### src/rtl/riscv_exc_controller.sv
// Exception/interrupt arbiter: picks the highest-priority synchronous exception or enabled
// interrupt, requests the controller with req/ack, then strobes the cause into mcause.
module riscv_exc_controller #(
  parameter int N_IRQ    = 32,
  parameter int SYNC_IRQ = 1
) (
  input  logic             clk,
  input  logic             rst_n,
  input  logic [N_IRQ-1:0] irq_i,
  input  logic             irq_enable_i,
  input  logic             illegal_insn_i,
  input  logic             ecall_insn_i,
  input  logic             lsu_load_err_i,
  input  logic             lsu_store_err_i,
  input  logic             ack_i,
  output logic             req_o,
  output logic             is_irq_o,
  output logic [4:0]       irq_id_o,
  output logic [5:0]       cause_o,
  output logic             save_cause_o
);

  typedef enum logic [1:0] {
    IDLE     = 2'd0,
    WAIT_ACK = 2'd1,
    SAVE     = 2'd2
  } state_e;

  localparam logic [4:0] CODE_ILLEGAL   = 5'h02;
  localparam logic [4:0] CODE_ECALL     = 5'h0B;
  localparam logic [4:0] CODE_LOAD_ERR  = 5'h05;
  localparam logic [4:0] CODE_STORE_ERR = 5'h07;

  // Lowest set index wins; scanning downwards lets the lowest index overwrite last.
  function automatic logic [4:0] lowest_irq(input logic [N_IRQ-1:0] v);
    logic [4:0] idx;
    idx = 5'd0;
    for (int i = N_IRQ - 1; i >= 0; i--) begin
      idx = v[i] ? 5'(i) : idx;
    end
    return idx;
  endfunction

  function automatic logic [4:0] sync_code(input logic illegal, input logic ecall,
                                           input logic load_err, input logic store_err);
    logic [4:0] code;
    if (illegal) begin
      code = CODE_ILLEGAL;
    end else if (ecall) begin
      code = CODE_ECALL;
    end else if (load_err) begin
      code = CODE_LOAD_ERR;
    end else if (store_err) begin
      code = CODE_STORE_ERR;
    end else begin
      code = 5'h00;
    end
    return code;
  endfunction

  state_e           state_r, state_nxt_s;
  logic [N_IRQ-1:0] irq_s;
  logic [31:0]      irq_ext_s;
  logic             exc_any_s, irq_any_s, irq_lost_s;
  logic [4:0]       exc_code_s, irq_idx_s;
  logic             load_s, ld_is_irq_s;
  logic [4:0]       ld_code_s;
  logic             req_r, save_r, is_irq_r;
  logic [4:0]       irq_id_r;
  logic [5:0]       cause_r;

  generate
    if (SYNC_IRQ != 0) begin : g_sync
      logic [N_IRQ-1:0] sync1_r, sync2_r;
      // Two-flop synchronizer for the asynchronous interrupt lines
      always_ff @(posedge clk or negedge rst_n) begin
        if (!rst_n) begin
          sync1_r <= '0;
          sync2_r <= '0;
        end else begin
          sync1_r <= irq_i;
          sync2_r <= sync1_r;
        end
      end
      assign irq_s = sync2_r;
    end else begin : g_nosync
      assign irq_s = irq_i;
    end
  endgenerate

  assign irq_ext_s  = 32'(irq_s);
  assign exc_any_s  = illegal_insn_i | ecall_insn_i | lsu_load_err_i | lsu_store_err_i;
  assign exc_code_s = sync_code(illegal_insn_i, ecall_insn_i, lsu_load_err_i, lsu_store_err_i);
  assign irq_any_s  = irq_enable_i & (|irq_s);
  assign irq_idx_s  = lowest_irq(irq_s);
  // A latched interrupt is withdrawn when its own line drops or interrupts get disabled.
  assign irq_lost_s = ~irq_ext_s[irq_id_r] | ~irq_enable_i;

  // Next-state and latch-select logic
  always_comb begin
    state_nxt_s = state_r;
    load_s      = 1'b0;
    ld_is_irq_s = 1'b0;
    ld_code_s   = 5'h00;
    case (state_r)
      IDLE: begin
        if (exc_any_s) begin
          load_s      = 1'b1;
          ld_code_s   = exc_code_s;
          state_nxt_s = WAIT_ACK;
        end else if (irq_any_s) begin
          load_s      = 1'b1;
          ld_is_irq_s = 1'b1;
          ld_code_s   = irq_idx_s;
          state_nxt_s = WAIT_ACK;
        end else begin
          state_nxt_s = IDLE;
        end
      end
      WAIT_ACK: begin
        if (ack_i) begin
          state_nxt_s = SAVE;
        end else if (is_irq_r && exc_any_s) begin
          load_s      = 1'b1;
          ld_code_s   = exc_code_s;
          state_nxt_s = WAIT_ACK;
        end else if (is_irq_r && irq_lost_s) begin
          state_nxt_s = IDLE;
        end else begin
          state_nxt_s = WAIT_ACK;
        end
      end
      SAVE: begin
        state_nxt_s = IDLE;
      end
      default: begin
        state_nxt_s = IDLE;
      end
    endcase
  end

  // State, handshake outputs and latched cause registers
  always_ff @(posedge clk or negedge rst_n) begin
    if (!rst_n) begin
      state_r  <= IDLE;
      req_r    <= 1'b0;
      save_r   <= 1'b0;
      is_irq_r <= 1'b0;
      irq_id_r <= 5'd0;
      cause_r  <= 6'h00;
    end else begin
      state_r <= state_nxt_s;
      req_r   <= (state_nxt_s == WAIT_ACK);
      save_r  <= (state_nxt_s == SAVE);
      if (load_s) begin
        is_irq_r <= ld_is_irq_s;
        irq_id_r <= ld_is_irq_s ? ld_code_s : 5'd0;
        cause_r  <= {ld_is_irq_s, ld_code_s};
      end
    end
  end

  assign req_o        = req_r;
  assign save_cause_o = save_r;
  assign is_irq_o     = is_irq_r;
  assign irq_id_o     = irq_id_r;
  assign cause_o      = cause_r;

endmodule

### config.mk
export PLATFORM = sky130hd
export DESIGN_NAME = riscv_exc_controller
export DESIGN_NICKNAME = d
export VERILOG_FILES = /design/src/rtl/riscv_exc_controller.sv
export SDC_FILE = /design/constraint.sdc
export NUM_CORES = 1
export LEC_CHECK = 0
export ABC_CLOCK_PERIOD_IN_PS = 3400
export BUFFER_PORTS_ARGS = -buffer_cell sky130_fd_sc_hd__buf_4
export CAP_MARGIN = 40
export CORE_MARGIN = 8
export CORE_UTILIZATION = 50
export DETAILED_ROUTE_END_ITERATION = 7
export PLACE_DENSITY_LB_ADDON = 0.05
export SYNTH_ARGS = -nofsm -noshare
export SYNTH_HDL_FRONTEND = slang
export SYNTH_SLANG_ARGS = --single-unit
### constraint.sdc
create_clock -name clk -period 3.4 [get_ports clk]
set_clock_uncertainty 0.05 [all_clocks]
set_input_delay 0.34 -clock clk [delete_from_list [all_inputs] [get_ports clk]]
set_output_delay 0.34 -clock clk [all_outputs]
set_load 0.01 [all_outputs]
Word level (Yosys, flattened, before mapping)
Cells that the tools add are included.

Bits in registers: 80. Latch bits: 0. Memory bits (writable): 0. Bits in read-only memories: 0. Input bits: 40. Word-level logic and storage cells: 80. Memories: 0.

Add/subtract/negate cells: 0. $mul: 0. Div/mod/pow operators: 0. $lt $le $gt $ge: 1. Equality and inequality tests: 3. Shifts and indexed selects: 0. Mux-type cells: 57. Bitwise logic cells: 7. Reductions and logical operators: 4.

Operators with widths (count): two-way mux 5 bit (35); OR reduction 32 bit (1); two-way mux 4 bit (4); two-way mux 1 bit (11); one-hot mux 5 bit (2 select lines) (1); less-than comparator 5 x 6 -> 1 bit, second input constant (1); two-way mux 3 bit (2); binary-select mux 1 bit (select 5 bit) (1); == test 2 x 1 -> 1 bit, second input constant (2); OR 1 bit (4); one-hot mux 2 bit (2 select lines) (1); == test 2 bit, second input constant (1); logical AND 1 bit (2); zero test 2 bit (1); two-way mux 2 bit (1); inverter 1 bit (2); one-hot mux 1 bit (2 select lines) (1); bitwise AND 1 bit (1).

Depth between registers and ports, before layout
Word-level depth: 36. Mapped depth: 7. Mapped depth without buffers: 6.

Worst setup path after synthesis
No wires, ideal clock.

Path kind: register to register. Start: reg g_sync.sync2_r[7]. End: reg cause_r[2], in the netlist cause_o[2]. Library setup time: 0.131 ns. Data arrival time: 2.085 ns. Slack: 1.133 ns. Cell stages (with the launch flop): 7. Path buffers: 0. Clock period less this slack: 2.267 ns. Cells stage by stage: dfrtp_1 > or4_4 > or4_4 > nor4_1 > or3_1 > nor4_1 > or3_1.

Word-level cells in the longest chain between the ends: 11. Elaborated cells between the ends (all ways): 16.

RTL lines: start: declaration (RTL line 74) `logic [N_IRQ-1:0] sync1_r, sync2_r;`; start signal: assignment (RTL line 82) `sync2_r <= sync1_r;`; two-way mux 5 bit (8 in series) (RTL line 39) `idx = v[i] ? 5'(i) : idx;`; two-way mux 5 bit (RTL line 111) `end else if (irq_any_s) begin`; two-way mux 5 bit (RTL line 107) `if (exc_any_s) begin`; one-hot mux 5 bit (2 select lines) (RTL line 105) `case (state_r)`; end signal: assignment (RTL line 158) `cause_r <= {ld_is_irq_s, ld_code_s};`; end: declaration (RTL line 70) `logic [5:0] cause_r;`.

Parallel ways exist; a longest one is shown, timed or not. A chain may end at the register's enable or synchronous reset.

Final worst setup path
Start: reg g_sync.sync2_r[31]. End: reg irq_id_r[0], in the netlist irq_id_o[0].

Word-level cells in the longest chain between the ends: 36. Elaborated cells between the ends (all ways): 43.

RTL lines: two-way mux 5 bit (32 in series) (RTL line 39); two-way mux 5 bit (RTL line 111); two-way mux 5 bit (RTL line 107); one-hot mux 5 bit (2 select lines) (RTL line 105); two-way mux 5 bit (RTL line 157) `irq_id_r <= ld_is_irq_s ? ld_code_s : 5'd0;`; end signal: assignment (RTL line 157); end: declaration (RTL line 69) `logic [4:0] irq_id_r;`.

Parallel ways exist; a longest one is shown, timed or not.

==> reports/qor.txt <==
PostCTS Resize Cnt: 0
crit path DAT: 2.82 ns
CP endpoint kind: flip-flop
met1 usage: 0.181
share of cells above drive strength 1: 0.304
CTS Sinks: 79
initial antenna violation count: 0
status: complete, no violations
CP max FO: 10
met3 usage: 0.0481
Leakage: 1.63 nW
final antenna-violating net count: 0
top post-synthesis cells by area: dfrtp_1, mux4_2, nor4_1
DRC: 0
I/O Pins: 54
asr flop ratio synth: 1.00
die area: 8510 um2
Clock transition at path regs: 0.08 ns
Pre-Repair DR Iteration Count: 4
Critical Path Start Type: flip-flop
vias in the first global route: 1954
placed insts: 328
DR vias/cell: 5.49
latest clock arrival within the worst-skew pair: 0.35 ns
sequential area share after synthesis: 0.680
Hold WS: 0.0407 ns
Area Growth Syn to Fin: 24.0%
first-pass GRT wire length: 9540 um
warnings from Yosys: 0
Slew HR: 0.542
Synth area leader: dfrtp_1
Port Buf Inserts: 53
CTS tree: yes
busiest grt layer: met2
count of nets after finishing: 308
WS Path Type: reg -> reg
clk buf depth: 2
most frequent cells after synthesis: dfrtp_1, nor2_1, a21oi_1, nor4_1
Pwr Total: 0.00206 W
Hold Crit Class: in -> reg
Peak supply drop: 0.000362 V
number of CTS-inserted buffers: 9
Unique masters post-synth: 39
diodes inserted: 0
WL final: 5640 um
CP max stage cell: nor4_1
met2 usage: 0.216
die width: 92.2 um
core area: 5570 um2
Required @ worst endpoint: 3.59 ns
unrepaired setup endpoints after global routing: no
htree depth: 3
Mapped Area: 2910 um2
Post-synth EDFFs: 0
Die Span Y: 92.2 um
CP Cell Sequence: nor4_1, nand4_1, o41ai_4, o21a_1, nand2_1, o31ai_1
vias after detailed routing: 1894
Synth Net Count: 247
Initial Util: 0.521
post-synthesis cell count: 207
max cap viols: 0
Root Buffer: clkbuf_8
Syn Area/Cell: 14.0 um2
Max Clk Rate: 380 MHz
GPL Wtd Cong: 0.827
final hold violations: 0
PwrDens: 570 nW/um2
Initial DRC Count: 143
crit-path leading delay family: compound AO/OA/AOI/OAI gates
# setup viols final: 0
routed len/inst: 16.4 um
Synth Register Bits: 79
CP peak stage delay: 0.57 ns
Finished Layout Cells: 345
largest net degree at the start of global routing: 52
CP bufs+invs: 0
Detailed Place HPWL: 4110 um
min Tclk post-route: 2.63 ns
Final period util: 0.773
# rows: 27
Final TNS setup: 0 ns
ys flop type: dfrtp_1
r2r setup slk: 0.77 ns
Slew Limit Fails: 0
count leader, synth: dfrtp_1
Worst-Margin Slew: 0.681 ns
GRT Resource Usage Total: 0.143
aggregate global routing overflow: 0
end-of-flow core utilization: 0.647
top cell type's share of synthesized area: 0.680
[per-layer routing]
metal | up-vias | wire length (um)
met5 | - | 0
met4 | 0 | 108
met3 | 13 | 350
met2 | 62 | 2710
met1 | 930 | 2470
li1 | 889 | -
[area by class of cell]
class / count / area [um2]
clock inverters: 5 / 63.8
well taps: 72 / 90.1
clock buffers: 11 / 141
flip-flops and latches: 79 / 1980
inverters: 8 / 30.0
fillers: 447 / 1970
repair buffers: 55 / 435
multi-input cells: 115 / 867
[cells in the final DEF (no fill, tap or decap), drive strengths merged]
cell type / n
a31oi: 1
o21a: 1
or3: 4
o211a: 1
o31ai: 3
a211oi: 4
nand2b: 4
or4: 2
a22oi: 1
nand2: 7
a21o: 6
nand3: 1
bufinv: 1
nor2: 16
nor3: 6
a221o: 3
o21ai: 8
clkinv: 1
clkinvlp: 1
clkbuf: 11
o22ai: 1
a211o: 2
o41ai: 2
buf: 54
dlygate4sd3: 1
dfrtp: 79
nor4: 10
o211ai: 2
mux2i: 2
nor4bb: 1
nand3b: 2
a21oi: 11
mux4: 8
nor4b: 1
nand4: 1
inv: 10
nor3b: 3
o221a: 1
[kinds of logic after synthesis]
| kind of cell | count (synthesis) | synth area share |
|---|---|---|
| AND/OR/NAND/NOR | 58 | 0.110 |
| AO/OA/AOI/OAI | 47 | 0.118 |
| flip-flops | 79 | 0.680 |
| multiplexers | 10 | 0.0702 |
| buffers and inverters | 13 | 0.0215 |
[registers in the layout, indices dropped and copies added (netlist names)]
signal          flops
g_sync.sync2_r     32
cause_o             5
is_irq_o            1
req_o               1
irq_id_o            5
state_r             2
g_sync.sync1_r     32
save_cause_o        1
[report_power, final]
group / total [W] / switching, W / internal [W]
clock: 0.000695 / 0.000330 / 0.000366
sequential: 0.00108 / 0.0000616 / 0.00102
combinational: 0.000279 / 0.000134 / 0.000146
total: 0.00206 / 0.000525 / 0.00153
[path summary, 6_finish.rpt]
path | endpoint | depth (start not counted) | start
max reg2reg | irq_id_o[0]$_DFFE_PN0P_ | 6 | g_sync.sync2_r[31]$_DFF_PN0_
min reg2reg | g_sync.sync2_r[7]$_DFF_PN0_ | 0 | g_sync.sync1_r[7]$_DFF_PN0_
max in group asynchronous | g_sync.sync1_r[4]$_DFF_PN0_ | 3 | rst_n
min | g_sync.sync1_r[17]$_DFF_PN0_ | 1 | irq_i[17]
max | irq_id_o[0]$_DFFE_PN0P_ | 6 | g_sync.sync2_r[31]$_DFF_PN0_
min in group asynchronous | g_sync.sync2_r[29]$_DFF_PN0_ | 2 | rst_n
[through the flow]
step	cell area [um2]	setup WS, ns
2_1_floorplan	2910	1.13
3_3_place_gp	3360	0.886
3_5_place_dp	3390	0.854
4_1_cts	3600	0.797
5_1_grt	3600	0.588
6_report	3600	0.772
[repair_timing]
item / 4_1_cts / 5_1_grt
buffers inserted: 0 / 0
hold buffers: 1 / 0
hold endpoints to repair: 28 / 0
(Power assumes the default switching activity.)
